[config.mk]
export PLATFORM = sky130hd
export DESIGN_NAME = apb_mmio_bridge_flat
export DESIGN_NICKNAME = d
export VERILOG_FILES = /design/src/rtl/apb_mmio_bridge_if.sv /design/src/rtl/apb_mmio_bridge.sv /design/src/flat_wrapper.sv
export SDC_FILE = /design/constraint.sdc
export NUM_CORES = 1
export LEC_CHECK = 0
export CORE_MARGIN = 4
export CORE_UTILIZATION = 45
export DETAILED_ROUTE_END_ITERATION = 10
export PLACE_DENSITY = 0.74
export SLEW_MARGIN = 20
export SYNTH_ARGS = -nofsm -noshare
export SYNTH_HDL_FRONTEND = slang
export SYNTH_SLANG_ARGS = --single-unit
[constraint.sdc]
create_clock -name clk -period 3.5 [get_ports clk]
set_clock_uncertainty 0.2 [all_clocks]
set_input_delay 0.7 -clock clk [delete_from_list [all_inputs] [get_ports clk]]
set_output_delay 0.7 -clock clk [all_outputs]
set_load 0.01 [all_outputs]
[src/rtl/apb_mmio_bridge_if.sv]
`default_nettype none
// ============================================================================
// Module   : apb_mmio_bridge_if
// Brief    : CPU-side MMIO strobe bus plus APB master bus for apb_mmio_bridge.
//            "master" is the bridge's view, "slave" the CPU/peripheral view.
// Revision : 1.0  initial release
// ============================================================================
interface apb_mmio_bridge_if #(
  parameter int NUM_SLAVES = 8,
  parameter int APB_DW     = 32,
  parameter int APB_AW     = 32
);
  // CPU bus
  logic                  bus_en;
  logic [15:0]           addr;
  logic                  we_n;
  logic [7:0]            datao;
  logic [7:0]            datai;
  logic                  hit;
  logic                  irq_n;
  // APB bus
  logic [NUM_SLAVES-1:0] psel;
  logic                  penable;
  logic                  pwrite;
  logic [APB_AW-1:0]     paddr;
  logic [APB_DW-1:0]     pwdata;
  logic                  presetn;
  logic                  pready;
  logic [APB_DW-1:0]     prdata;
  logic                  pslverr;

  modport master (
    input  bus_en, addr, we_n, datao, pready, prdata, pslverr,
    output datai, hit, irq_n, psel, penable, pwrite, paddr, pwdata, presetn
  );

  modport slave (
    output bus_en, addr, we_n, datao, pready, prdata, pslverr,
    input  datai, hit, irq_n, psel, penable, pwrite, paddr, pwdata, presetn
  );
endinterface
`default_nettype wire

[src/rtl/apb_mmio_bridge.sv]
`default_nettype none
// ============================================================================
// Module   : apb_mmio_bridge
// Brief    : 16-byte register window on the 8-bit CPU bus that launches single
//            APB transfers (IDLE/SETUP/ACCESS) with wait-states, slave error
//            capture, timeout abort and a done interrupt.
// Revision : 1.0  initial release
// ============================================================================
module apb_mmio_bridge #(
  parameter logic [15:0] BASE_ADDR   = 16'h3C00,
  parameter int          NUM_SLAVES  = 8,
  parameter int          APB_DW      = 32,
  parameter int          APB_AW      = 32,
  parameter int          TIMEOUT_CYC = 255
) (
  input  wire logic          clk,
  input  wire logic          rst,
  apb_mmio_bridge_if.master  bus
);

  localparam int CNT_W = (TIMEOUT_CYC < 2) ? 1 : $clog2(TIMEOUT_CYC + 1);
  // Counter value seen during the last permitted wait cycle.
  localparam logic [CNT_W-1:0] TO_LAST = CNT_W'((TIMEOUT_CYC == 0) ? 0 : TIMEOUT_CYC - 1);

  typedef enum logic [1:0] {
    IDLE   = 2'd0,
    SETUP  = 2'd1,
    ACCESS = 2'd2
  } state_t;

  state_t state, state_next;

  logic [APB_AW-1:0] paddr_q;
  logic [APB_DW-1:0] pwdata_q;
  logic [APB_DW-1:0] prdata_q;
  logic [3:0]        sel_q;
  logic              write_q;
  logic              irq_en_q;
  logic              presetn_q;
  logic              done_q;
  logic              timeout_q;
  logic              slverr_q;
  logic              pwrite_q;
  logic              irq_n_q;
  logic              hit_q;
  logic [7:0]        datai_q;
  logic [CNT_W-1:0]  cnt;

  logic              hit_now;
  logic              wr;
  logic              rd;
  logic              busy;
  logic [3:0]        off;
  logic              start;
  logic              fin_ok;
  logic              fin_to;
  logic [7:0]        rdata;
  logic [31:0]       paddr_wide;
  logic [31:0]       pwdata_wide;
  logic [31:0]       prdata_wide;
  logic [31:0]       paddr_upd;
  logic [31:0]       pwdata_upd;

  function automatic logic [31:0] put_byte(input logic [31:0] w, input logic [1:0] idx,
                                           input logic [7:0] b);
    logic [31:0] r;
    r = w;
    r[{idx, 3'b000} +: 8] = b;
    return r;
  endfunction

  function automatic logic [7:0] get_byte(input logic [31:0] w, input logic [1:0] idx);
    return w[{idx, 3'b000} +: 8];
  endfunction

  assign hit_now = bus.bus_en && (bus.addr[15:4] == BASE_ADDR[15:4]);
  assign off     = bus.addr[3:0];
  assign wr      = hit_now && !bus.we_n;
  assign rd      = hit_now && bus.we_n;
  assign busy    = (state != IDLE);

  // Registers viewed as 32-bit words so bytes past the configured width read 0
  // and writes to them fall off when narrowed back.
  assign paddr_wide  = 32'(paddr_q);
  assign pwdata_wide = 32'(pwdata_q);
  assign prdata_wide = 32'(prdata_q);
  assign paddr_upd   = put_byte(paddr_wide, off[1:0], bus.datao);
  assign pwdata_upd  = put_byte(pwdata_wide, off[1:0], bus.datao);

  // Transfer FSM state register; rst aborts any transfer in flight.
  always_ff @(posedge clk) begin
    if (rst) state <= IDLE;
    else     state <= state_next;
  end

  // Next-state decode and transfer start/finish events.
  always_comb begin
    state_next = state;
    start      = 1'b0;
    fin_ok     = 1'b0;
    fin_to     = 1'b0;
    case (state)
      IDLE: begin
        if (wr && (off == 4'hD) && bus.datao[0]) begin
          start      = 1'b1;
          state_next = SETUP;
        end
      end
      SETUP: state_next = ACCESS;
      ACCESS: begin
        if (bus.pready) begin
          fin_ok     = 1'b1;
          state_next = IDLE;
        end else if ((TIMEOUT_CYC != 0) && (cnt == TO_LAST)) begin
          fin_to     = 1'b1;
          state_next = IDLE;
        end
      end
      default: state_next = IDLE;
    endcase
  end

  // CPU-writable configuration; transfer parameters are frozen while busy.
  always_ff @(posedge clk) begin
    if (rst) begin
      paddr_q   <= '0;
      pwdata_q  <= '0;
      sel_q     <= '0;
      write_q   <= 1'b0;
      irq_en_q  <= 1'b0;
      presetn_q <= 1'b0;
    end else if (wr) begin
      if (!busy && (off[3:2] == 2'b00)) paddr_q  <= paddr_upd[APB_AW-1:0];
      if (!busy && (off[3:2] == 2'b01)) pwdata_q <= pwdata_upd[APB_DW-1:0];
      if (!busy && (off == 4'hC))       sel_q    <= bus.datao[3:0];
      if (off == 4'hD) begin
        if (!busy) write_q <= bus.datao[1];
        irq_en_q  <= bus.datao[2];
        presetn_q <= bus.datao[7];
      end
    end
  end

  // Status bits, read capture, direction latch and wait counter; a completion
  // is applied after the W1C so it wins a same-cycle clear.
  always_ff @(posedge clk) begin
    if (rst) begin
      done_q    <= 1'b0;
      timeout_q <= 1'b0;
      slverr_q  <= 1'b0;
      prdata_q  <= '0;
      pwrite_q  <= 1'b0;
      cnt       <= '0;
    end else begin
      if (wr && (off == 4'hE)) begin
        if (bus.datao[1]) done_q    <= 1'b0;
        if (bus.datao[2]) timeout_q <= 1'b0;
        if (bus.datao[3]) slverr_q  <= 1'b0;
      end
      if (start) begin
        done_q    <= 1'b0;
        timeout_q <= 1'b0;
        slverr_q  <= 1'b0;
        pwrite_q  <= bus.datao[1];
        cnt       <= '0;
      end else if ((state == ACCESS) && !bus.pready) begin
        cnt <= cnt + 1'b1;
      end
      if (fin_ok) begin
        done_q   <= 1'b1;
        slverr_q <= bus.pslverr;
        if (!pwrite_q) prdata_q <= bus.prdata;
      end
      if (fin_to) begin
        done_q    <= 1'b1;
        timeout_q <= 1'b1;
      end
    end
  end

  // Register-map read mux.
  always_comb begin
    rdata = 8'h00;
    case (off[3:2])
      2'b00: rdata = get_byte(paddr_wide, off[1:0]);
      2'b01: rdata = get_byte(pwdata_wide, off[1:0]);
      2'b10: rdata = get_byte(prdata_wide, off[1:0]);
      default: begin
        case (off[1:0])
          2'b00:   rdata = {4'b0000, sel_q};
          2'b01:   rdata = {presetn_q, 4'b0000, irq_en_q, write_q, 1'b0};
          2'b10:   rdata = {4'b0000, slverr_q, timeout_q, done_q, busy};
          default: rdata = 8'h00;
        endcase
      end
    endcase
  end

  // Registered CPU read response and interrupt.
  always_ff @(posedge clk) begin
    if (rst) begin
      hit_q   <= 1'b0;
      datai_q <= 8'h00;
      irq_n_q <= 1'b1;
    end else begin
      hit_q   <= hit_now;
      irq_n_q <= ~(done_q & irq_en_q);
      if (rd) datai_q <= rdata;
    end
  end

  // One-hot select; an out-of-range index selects nobody.
  for (genvar i = 0; i < NUM_SLAVES; i++) begin : g_psel
    assign bus.psel[i] = busy && (sel_q == 4'(i));
  end

  assign bus.penable = (state == ACCESS);
  assign bus.pwrite  = pwrite_q;
  assign bus.paddr   = paddr_q;
  assign bus.pwdata  = pwdata_q;
  assign bus.presetn = presetn_q;
  assign bus.datai   = datai_q;
  assign bus.hit     = hit_q;
  assign bus.irq_n   = irq_n_q;

endmodule
`default_nettype wire

[src/flat_wrapper.sv]
// flat-port wrapper written by rule: the top's interface ports become plain ports
module apb_mmio_bridge_flat 
#(
  parameter logic [15:0] BASE_ADDR   = 16'h3C00,
  parameter int          NUM_SLAVES  = 8,
  parameter int          APB_DW      = 32,
  parameter int          APB_AW      = 32,
  parameter int          TIMEOUT_CYC = 255
)
  (clk, rst, bus_bus_en, bus_addr, bus_we_n, bus_datao, bus_pready, bus_prdata, bus_pslverr, bus_datai, bus_hit, bus_irq_n, bus_psel, bus_penable, bus_pwrite, bus_paddr, bus_pwdata, bus_presetn);
  apb_mmio_bridge_if #(.NUM_SLAVES(NUM_SLAVES), .APB_DW(APB_DW), .APB_AW(APB_AW)) bus_i ();
  input  wire logic clk;
  input  wire logic rst;
  input wire logic [$bits(bus_i.bus_en)-1:0] bus_bus_en;
  input wire logic [$bits(bus_i.addr)-1:0] bus_addr;
  input wire logic [$bits(bus_i.we_n)-1:0] bus_we_n;
  input wire logic [$bits(bus_i.datao)-1:0] bus_datao;
  input wire logic [$bits(bus_i.pready)-1:0] bus_pready;
  input wire logic [$bits(bus_i.prdata)-1:0] bus_prdata;
  input wire logic [$bits(bus_i.pslverr)-1:0] bus_pslverr;
  output wire logic [$bits(bus_i.datai)-1:0] bus_datai;
  output wire logic [$bits(bus_i.hit)-1:0] bus_hit;
  output wire logic [$bits(bus_i.irq_n)-1:0] bus_irq_n;
  output wire logic [$bits(bus_i.psel)-1:0] bus_psel;
  output wire logic [$bits(bus_i.penable)-1:0] bus_penable;
  output wire logic [$bits(bus_i.pwrite)-1:0] bus_pwrite;
  output wire logic [$bits(bus_i.paddr)-1:0] bus_paddr;
  output wire logic [$bits(bus_i.pwdata)-1:0] bus_pwdata;
  output wire logic [$bits(bus_i.presetn)-1:0] bus_presetn;
  assign bus_i.bus_en = bus_bus_en;
  assign bus_i.addr = bus_addr;
  assign bus_i.we_n = bus_we_n;
  assign bus_i.datao = bus_datao;
  assign bus_i.pready = bus_pready;
  assign bus_i.prdata = bus_prdata;
  assign bus_i.pslverr = bus_pslverr;
  assign bus_datai = bus_i.datai;
  assign bus_hit = bus_i.hit;
  assign bus_irq_n = bus_i.irq_n;
  assign bus_psel = bus_i.psel;
  assign bus_penable = bus_i.penable;
  assign bus_pwrite = bus_i.pwrite;
  assign bus_paddr = bus_i.paddr;
  assign bus_pwdata = bus_i.pwdata;
  assign bus_presetn = bus_i.presetn;
  apb_mmio_bridge #(.BASE_ADDR(BASE_ADDR), .NUM_SLAVES(NUM_SLAVES), .APB_DW(APB_DW), .APB_AW(APB_AW), .TIMEOUT_CYC(TIMEOUT_CYC)) u_core (.clk(clk), .rst(rst), .bus(bus_i));
endmodule
==> results of run 1 <==
## worst max-delay path, cell delays in order
cell and delay, ps:
clkdlybuf4s50_1 710, inv_1 190, ha_1 360, nor3b_1 800, and2_1 270, mux2i_1 90
nor2_1 100
## cell type report
class                      count  share of cell area (%)
multi-input combinational    530                    39.0
sequential                   127                    30.0
timing repair buffer         174                    21.2
clock buffer                  28                    6.33
tap                          176                    2.60
clock inverter                 4                   0.561
inverter                       8                   0.354
## layout by cell type (no fill, tap or decap), drive strengths merged, types with 8 or more instances in the layout
cell,instances
a211oi,15
a21oi,59
a22oi,29
and2,32
buf,29
clkbuf,28
clkdlybuf4s50,145
dfxtp,127
ha,13
inv,8
mux2i,72
nand2,86
nand3,13
nand4,8
nor2,110
nor3,21
o21ai,10
## stage by stage
step | util [%] | cells | power [W] | setup WS, ps
3_5_place_dp | 59.6 | 1015 | 0.00175 | 87.3
6_report | 64.0 | 1047 | 0.00346 | 424
4_1_cts | 64.0 | 1047 | 0.00346 | 448
2_1_floorplan | - | 708 | 0.00161 | 614
5_1_grt | 64.0 | 1047 | 0.00355 | 316
3_3_place_gp | 59.6 | 1015 | 0.00175 | 140
## power breakdown
part           internal (W)   switching, W  leakage (nW)
Combinational      0.000119       0.000164          1.69
Clock               0.00111       0.000624         0.287
Sequential          0.00145  0.00000000409          1.02
## registers in the layout (all words and copies together) (netlist names), 2 cells and up
name               flops
u_core.state           2
u_core.sel_q           4
u_core.cnt             8
u_core.bus.paddr      32
u_core.prdata_q       32
u_core.bus.pwdata     32
u_core.bus.datai       8
## logic make-up after synthesis
logic type,share of synthesized area [%]
xor+xnor,0.722
fa+ha+maj,2.68
buf+inv,3.59
mux,12.2
flops,41.9
compound gates,14.8
simple gates,24.1
## metal layers
layer | vias to the layer above | track usage [%] | wire length, um
li1 | 2785 | - | -
met1 | 2826 | 34.8 | 8330
met2 | 310 | 39.4 | 8880
met3 | 47 | 6.49 | 1820
met4 | 0 | 13.0 | 611
met5 | - | 0 | 0
## worst paths after layout
path,start,endpoint,depth (start not counted)
worst max register to register,u_core.state[1]$_SDFFE_PP0P_,u_core.prdata_q[10]$_SDFFE_PP0P_,6
worst min-delay path,u_core.irq_en_q$_SDFFE_PP0N_,u_core.bus.irq_n$_SDFF_PP1_,1
worst max-delay path,bus_addr[0],u_core.bus.paddr[20]$_SDFFE_PP0P_,7
worst min register to register,u_core.irq_en_q$_SDFFE_PP0N_,u_core.bus.irq_n$_SDFF_PP1_,1
==> flow_metrics.env, run 1 <==
export IMPL_die_w_um=124
export IMPL_cts_buffer_depth=2
export IMPL_power_density_nw_per_um2=408
export IMPL_power_leakage_nw=3.00
export IMPL_setup_tns_ps=0
export IMPL_postCtsHoldBufs=0
export IMPL_gp_congestion=0.895
export IMPL_die_h_um=124
export IMPL_cts_inserted_buffers=17
export IMPL_netlist_area_um2=6070
export IMPL_ys_types=47
export IMPL_reg2reg_slack_ps=1280
export IMPL_ys_top_cells_by_count="127 x dfxtp_1, 110 x nor2_1, 86 x nand2_1"
export IMPL_drive_gt1_share_pct=8.27
export IMPL_cts_repair_resized=0
export IMPL_gr_total_overflow=0
export IMPL_ys_flop_type="dfxtp_1"
export IMPL_postRouteAntennaNets=0
export IMPL_area_growth_pct=39.8
export IMPL_ys_seq_area_share_pct=41.9
export IMPL_antenna_found_initial=0
export IMPL_cts_tree="yes"
export IMPL_grt_pass1_vias=5832
export IMPL_port_buffers=146
export IMPL_hold_ws_ps=237
export IMPL_dieArea_um2=15400
export IMPL_num_fill_cells=1129
export IMPL_arrival_ps=3220
export IMPL_ys_warnings_count=0
export IMPL_wl_per_cell_um=18.8
export IMPL_syn_area_per_cell_um2=8.57
export IMPL_cts_setup_buffers=0
export IMPL_post_route_min_period_ps=3080
export IMPL_grt_pass1_wl_um=30700
export IMPL_grt_max_degree=82
export IMPL_setup_viol_count_final=0
export IMPL_root_buffer="clkbuf_16"
export IMPL_drc=0
export IMPL_critPathLaunchType="primary input"
export IMPL_first_pass_iters=8
export IMPL_core_um2=13200
export IMPL_critPathRequiredTime_ps=3650
export IMPL_synth_edf_count=0
export IMPL_slew_viol_final=0
export IMPL_yosysMostFrequentCell="dfxtp_1"
export IMPL_start_util_pct=45.8
export IMPL_multi_input_comb_area_um2=3310
export IMPL_syn_nets=783
export IMPL_status="finished clean"
export IMPL_hold_class="flip-flop to flip-flop"
export IMPL_async_reset_ff_share_pct=0
export IMPL_grt_use_total_pct=26.1
export IMPL_io_pins=147
export IMPL_crit_type="primary input to flip-flop"
export IMPL_synth_area_top_cells="dfxtp_1 42%, mux2i_1 12%, nor2_1 6.8%"
export IMPL_detail_route_wirelength_um=19600
export IMPL_fmax_mhz=325
export IMPL_drv_cap=0
export IMPL_place_hpwl_um=14000
export IMPL_peakVddDrop_mv=0.391
export IMPL_clock_latency_ps=420
export IMPL_ys_ff_latch=127
export IMPL_fin_crit_sh_pct=87.9
export IMPL_dr_first_iter_drc_count=603
export IMPL_stdcell_area_um2=8480
export IMPL_nets=933
export IMPL_tightest_slew_ps=938
export IMPL_syn_inst=708
export IMPL_cts_sinks=127
export IMPL_cp_end_kind="flip-flop"
export IMPL_maxSlewHeadroom_pct=37.4
export IMPL_vias_per_cell=5.70
export IMPL_path_clk_slew_ps=50
export IMPL_synth_largest_area_cell="dfxtp_1"
export IMPL_rows=42
export IMPL_synth_top_cell_area_share_pct=41.9
export IMPL_seq_area_um2=2540
export IMPL_rsz0062_at_grt="no"
export IMPL_cp_max_fo=9
export IMPL_place_area_um2=7900
export IMPL_hold_viol=0
export IMPL_dr_total_vias=5968
export IMPL_htree_num_levels=4
export IMPL_diodes=0
(Power assumes the default switching activity.)
==> run 2, diff against run 1 <==
CORE_MARGIN = 2   (was 4)
CORE_UTILIZATION = 40   (was 45)
PLACE_DENSITY = 0.67   (was 0.74)
==> run 2 against run 1 <==
  * Clock power is essentially flat
  * Die area grew 5.0%
  * Sequential power is essentially flat
  * Largest cell class unchanged
==> flow_metrics.env, run 2 (same netlist as run 1, synthesis figures left out) <==
export IMPL_place_hpwl_um=14200
export IMPL_power_density_nw_per_um2=406
export IMPL_grt_max_degree=60
export IMPL_cts_sinks=127
export IMPL_grt_pass1_vias=5750
export IMPL_detail_route_wirelength_um=19700
export IMPL_tightest_slew_ps=922
export IMPL_hold_viol=0
export IMPL_cts_repair_resized=0
export IMPL_setup_tns_ps=0
export IMPL_rsz0062_at_grt="no"
export IMPL_dr_first_iter_drc_count=531
export IMPL_htree_num_levels=4
export IMPL_drc=0
export IMPL_root_buffer="clkbuf_16"
export IMPL_cp_max_fo=11
export IMPL_start_util_pct=40.4
export IMPL_arrival_ps=2150
export IMPL_port_buffers=146
export IMPL_wl_per_cell_um=18.6
export IMPL_area_growth_pct=40.0
export IMPL_io_pins=147
export IMPL_path_clk_slew_ps=50
export IMPL_hold_ws_ps=255
export IMPL_nets=938
export IMPL_status="finished clean"
export IMPL_power_leakage_nw=3.01
export IMPL_postCtsHoldBufs=0
export IMPL_rows=45
export IMPL_clock_latency_ps=420
export IMPL_maxSlewHeadroom_pct=38.4
export IMPL_final_cells=1061
export IMPL_crit_type="flip-flop to output port"
export IMPL_seq_area_um2=2540
export IMPL_grt_use_total_pct=24.9
export IMPL_die_w_um=127
export IMPL_postRouteAntennaNets=0
export IMPL_r2r_end="u_core.prdata_q[6]$_SDFFE_PP0P_"
export IMPL_post_route_min_period_ps=3050
export IMPL_cts_setup_buffers=0
export IMPL_dieArea_um2=16200
export IMPL_first_pass_iters=5
export IMPL_antenna_found_initial=0
export IMPL_hold_class="flip-flop to flip-flop"
export IMPL_fin_crit_sh_pct=87.0
export IMPL_peakVddDrop_mv=0.346
export IMPL_setup_viol_count_final=0
export IMPL_crit_end="bus_psel[0]"
export IMPL_dr_total_vias=5908
export IMPL_vias_per_cell=5.57
export IMPL_reg2reg_from="u_core.state[1]$_SDFFE_PP0P_"
export IMPL_multi_input_comb_area_um2=3310
export IMPL_cp_end_kind="output port"
export IMPL_fmax_mhz=328
export IMPL_gr_total_overflow=0
export IMPL_diodes=0
export IMPL_num_fill_cells=1364
export IMPL_startpoint="u_core.state[0]$_SDFFE_PP0P_"
export IMPL_drv_cap=0
export IMPL_gp_congestion=0.876
export IMPL_reg2reg_depth=5
export IMPL_final_cell_mix="145 x clkdlybuf4s50_1, 127 x dfxtp_1, 109 x nor2_1, 86 x nand2_1, 72 x mux2i_1"
export IMPL_cts_buffer_depth=2
export IMPL_core_um2=15000
export IMPL_slew_viol_final=0
export IMPL_critPathLaunchType="flip-flop"
export IMPL_critPathRequiredTime_ps=2600
export IMPL_cts_inserted_buffers=17
export IMPL_drive_gt1_share_pct=8.71
export IMPL_grt_pass1_wl_um=31000
export IMPL_cts_tree="yes"
export IMPL_mostFrequentLayoutCell="clkdlybuf4s50_1"
export IMPL_die_h_um=127
export IMPL_reg2reg_slack_ps=1450
export IMPL_dp_cells=1032
[run 2: cell types whose count changed in the layout (fill, tap and decap cells not counted)]
cell	before	now
buf_4	19	26
clkbuf_8	7	4
buf_12	10	8
clkbuf_1	4	2
bufinv_16	1	2
clkinv_2	2	3
clkinv_4	0	1
clkinvlp_4	1	0
[run 2: layer usage]
metal	track usage [%]	routed length, um
met4	10.4	561
met1	32.6	8540
met3	6.87	1590
met2	39.0	9030
met5	0	0
[run 2: final cells by class]
type / instances / area share (%)
multi-input cells: 530 / 39.0
flip-flops and latches: 127 / 29.9
repair buffers: 179 / 21.3
clock buffers: 23 / 5.74
well taps: 188 / 2.77
clock inverters: 6 / 0.987
inverters: 8 / 0.353
[run 2: how the worst min path moves through the flow]
| stage | depth (start not counted) | endpoint | slack [ps] | from |
|---|---|---|---|---|
| 2_1_floorplan | 1 | u_core.bus.irq_n$_SDFF_PP1_ | 180 | u_core.done_q$_SDFFE_PP0P_ |
| 3_3_place_gp | 1 | u_core.bus.irq_n$_SDFF_PP1_ | 230 | u_core.done_q$_SDFFE_PP0P_ |
| 3_5_place_dp | 1 | u_core.bus.irq_n$_SDFF_PP1_ | 240 | u_core.done_q$_SDFFE_PP0P_ |
| 4_1_cts | 2 | u_core.prdata_q[21]$_SDFFE_PP0P_ | 260 | u_core.prdata_q[21]$_SDFFE_PP0P_ |
| 5_1_grt | 2 | u_core.prdata_q[19]$_SDFFE_PP0P_ | 270 | u_core.prdata_q[19]$_SDFFE_PP0P_ |
| 6_report | 2 | u_core.prdata_q[21]$_SDFFE_PP0P_ | 250 | u_core.prdata_q[21]$_SDFFE_PP0P_ |
[run 2: metrics by stage]
| stage | setup slack [ps] | total power [W] | utilization [%] | area (um2) |
|---|---|---|---|---|
| floorplan | 614 | 0.00161 | - | 6070 |
| global placement | 195 | 0.00175 | 52.7 | 7930 |
| detailed placement | 169 | 0.00176 | 52.7 | 7930 |
| CTS | 439 | 0.00347 | 56.5 | 8500 |
| global route | 348 | 0.00356 | 56.5 | 8500 |
| finish | 455 | 0.00345 | 56.5 | 8500 |
[run 2: where the power goes]
group / internal [W] / leakage [nW] / switching, W
clock network: 0.00111 / 0.285 / 0.000611
registers: 0.00145 / 1.02 / 0.00000000389
logic: 0.000119 / 1.71 / 0.000166
[run 2: worst max-delay path, stage by stage, from the launching register on]
cell             delay (ps)
dfxtp_1                 380
nor2_1                   70
buf_4                   180
or3_1                   380
nor3_1                  170
clkdlybuf4s50_1         560
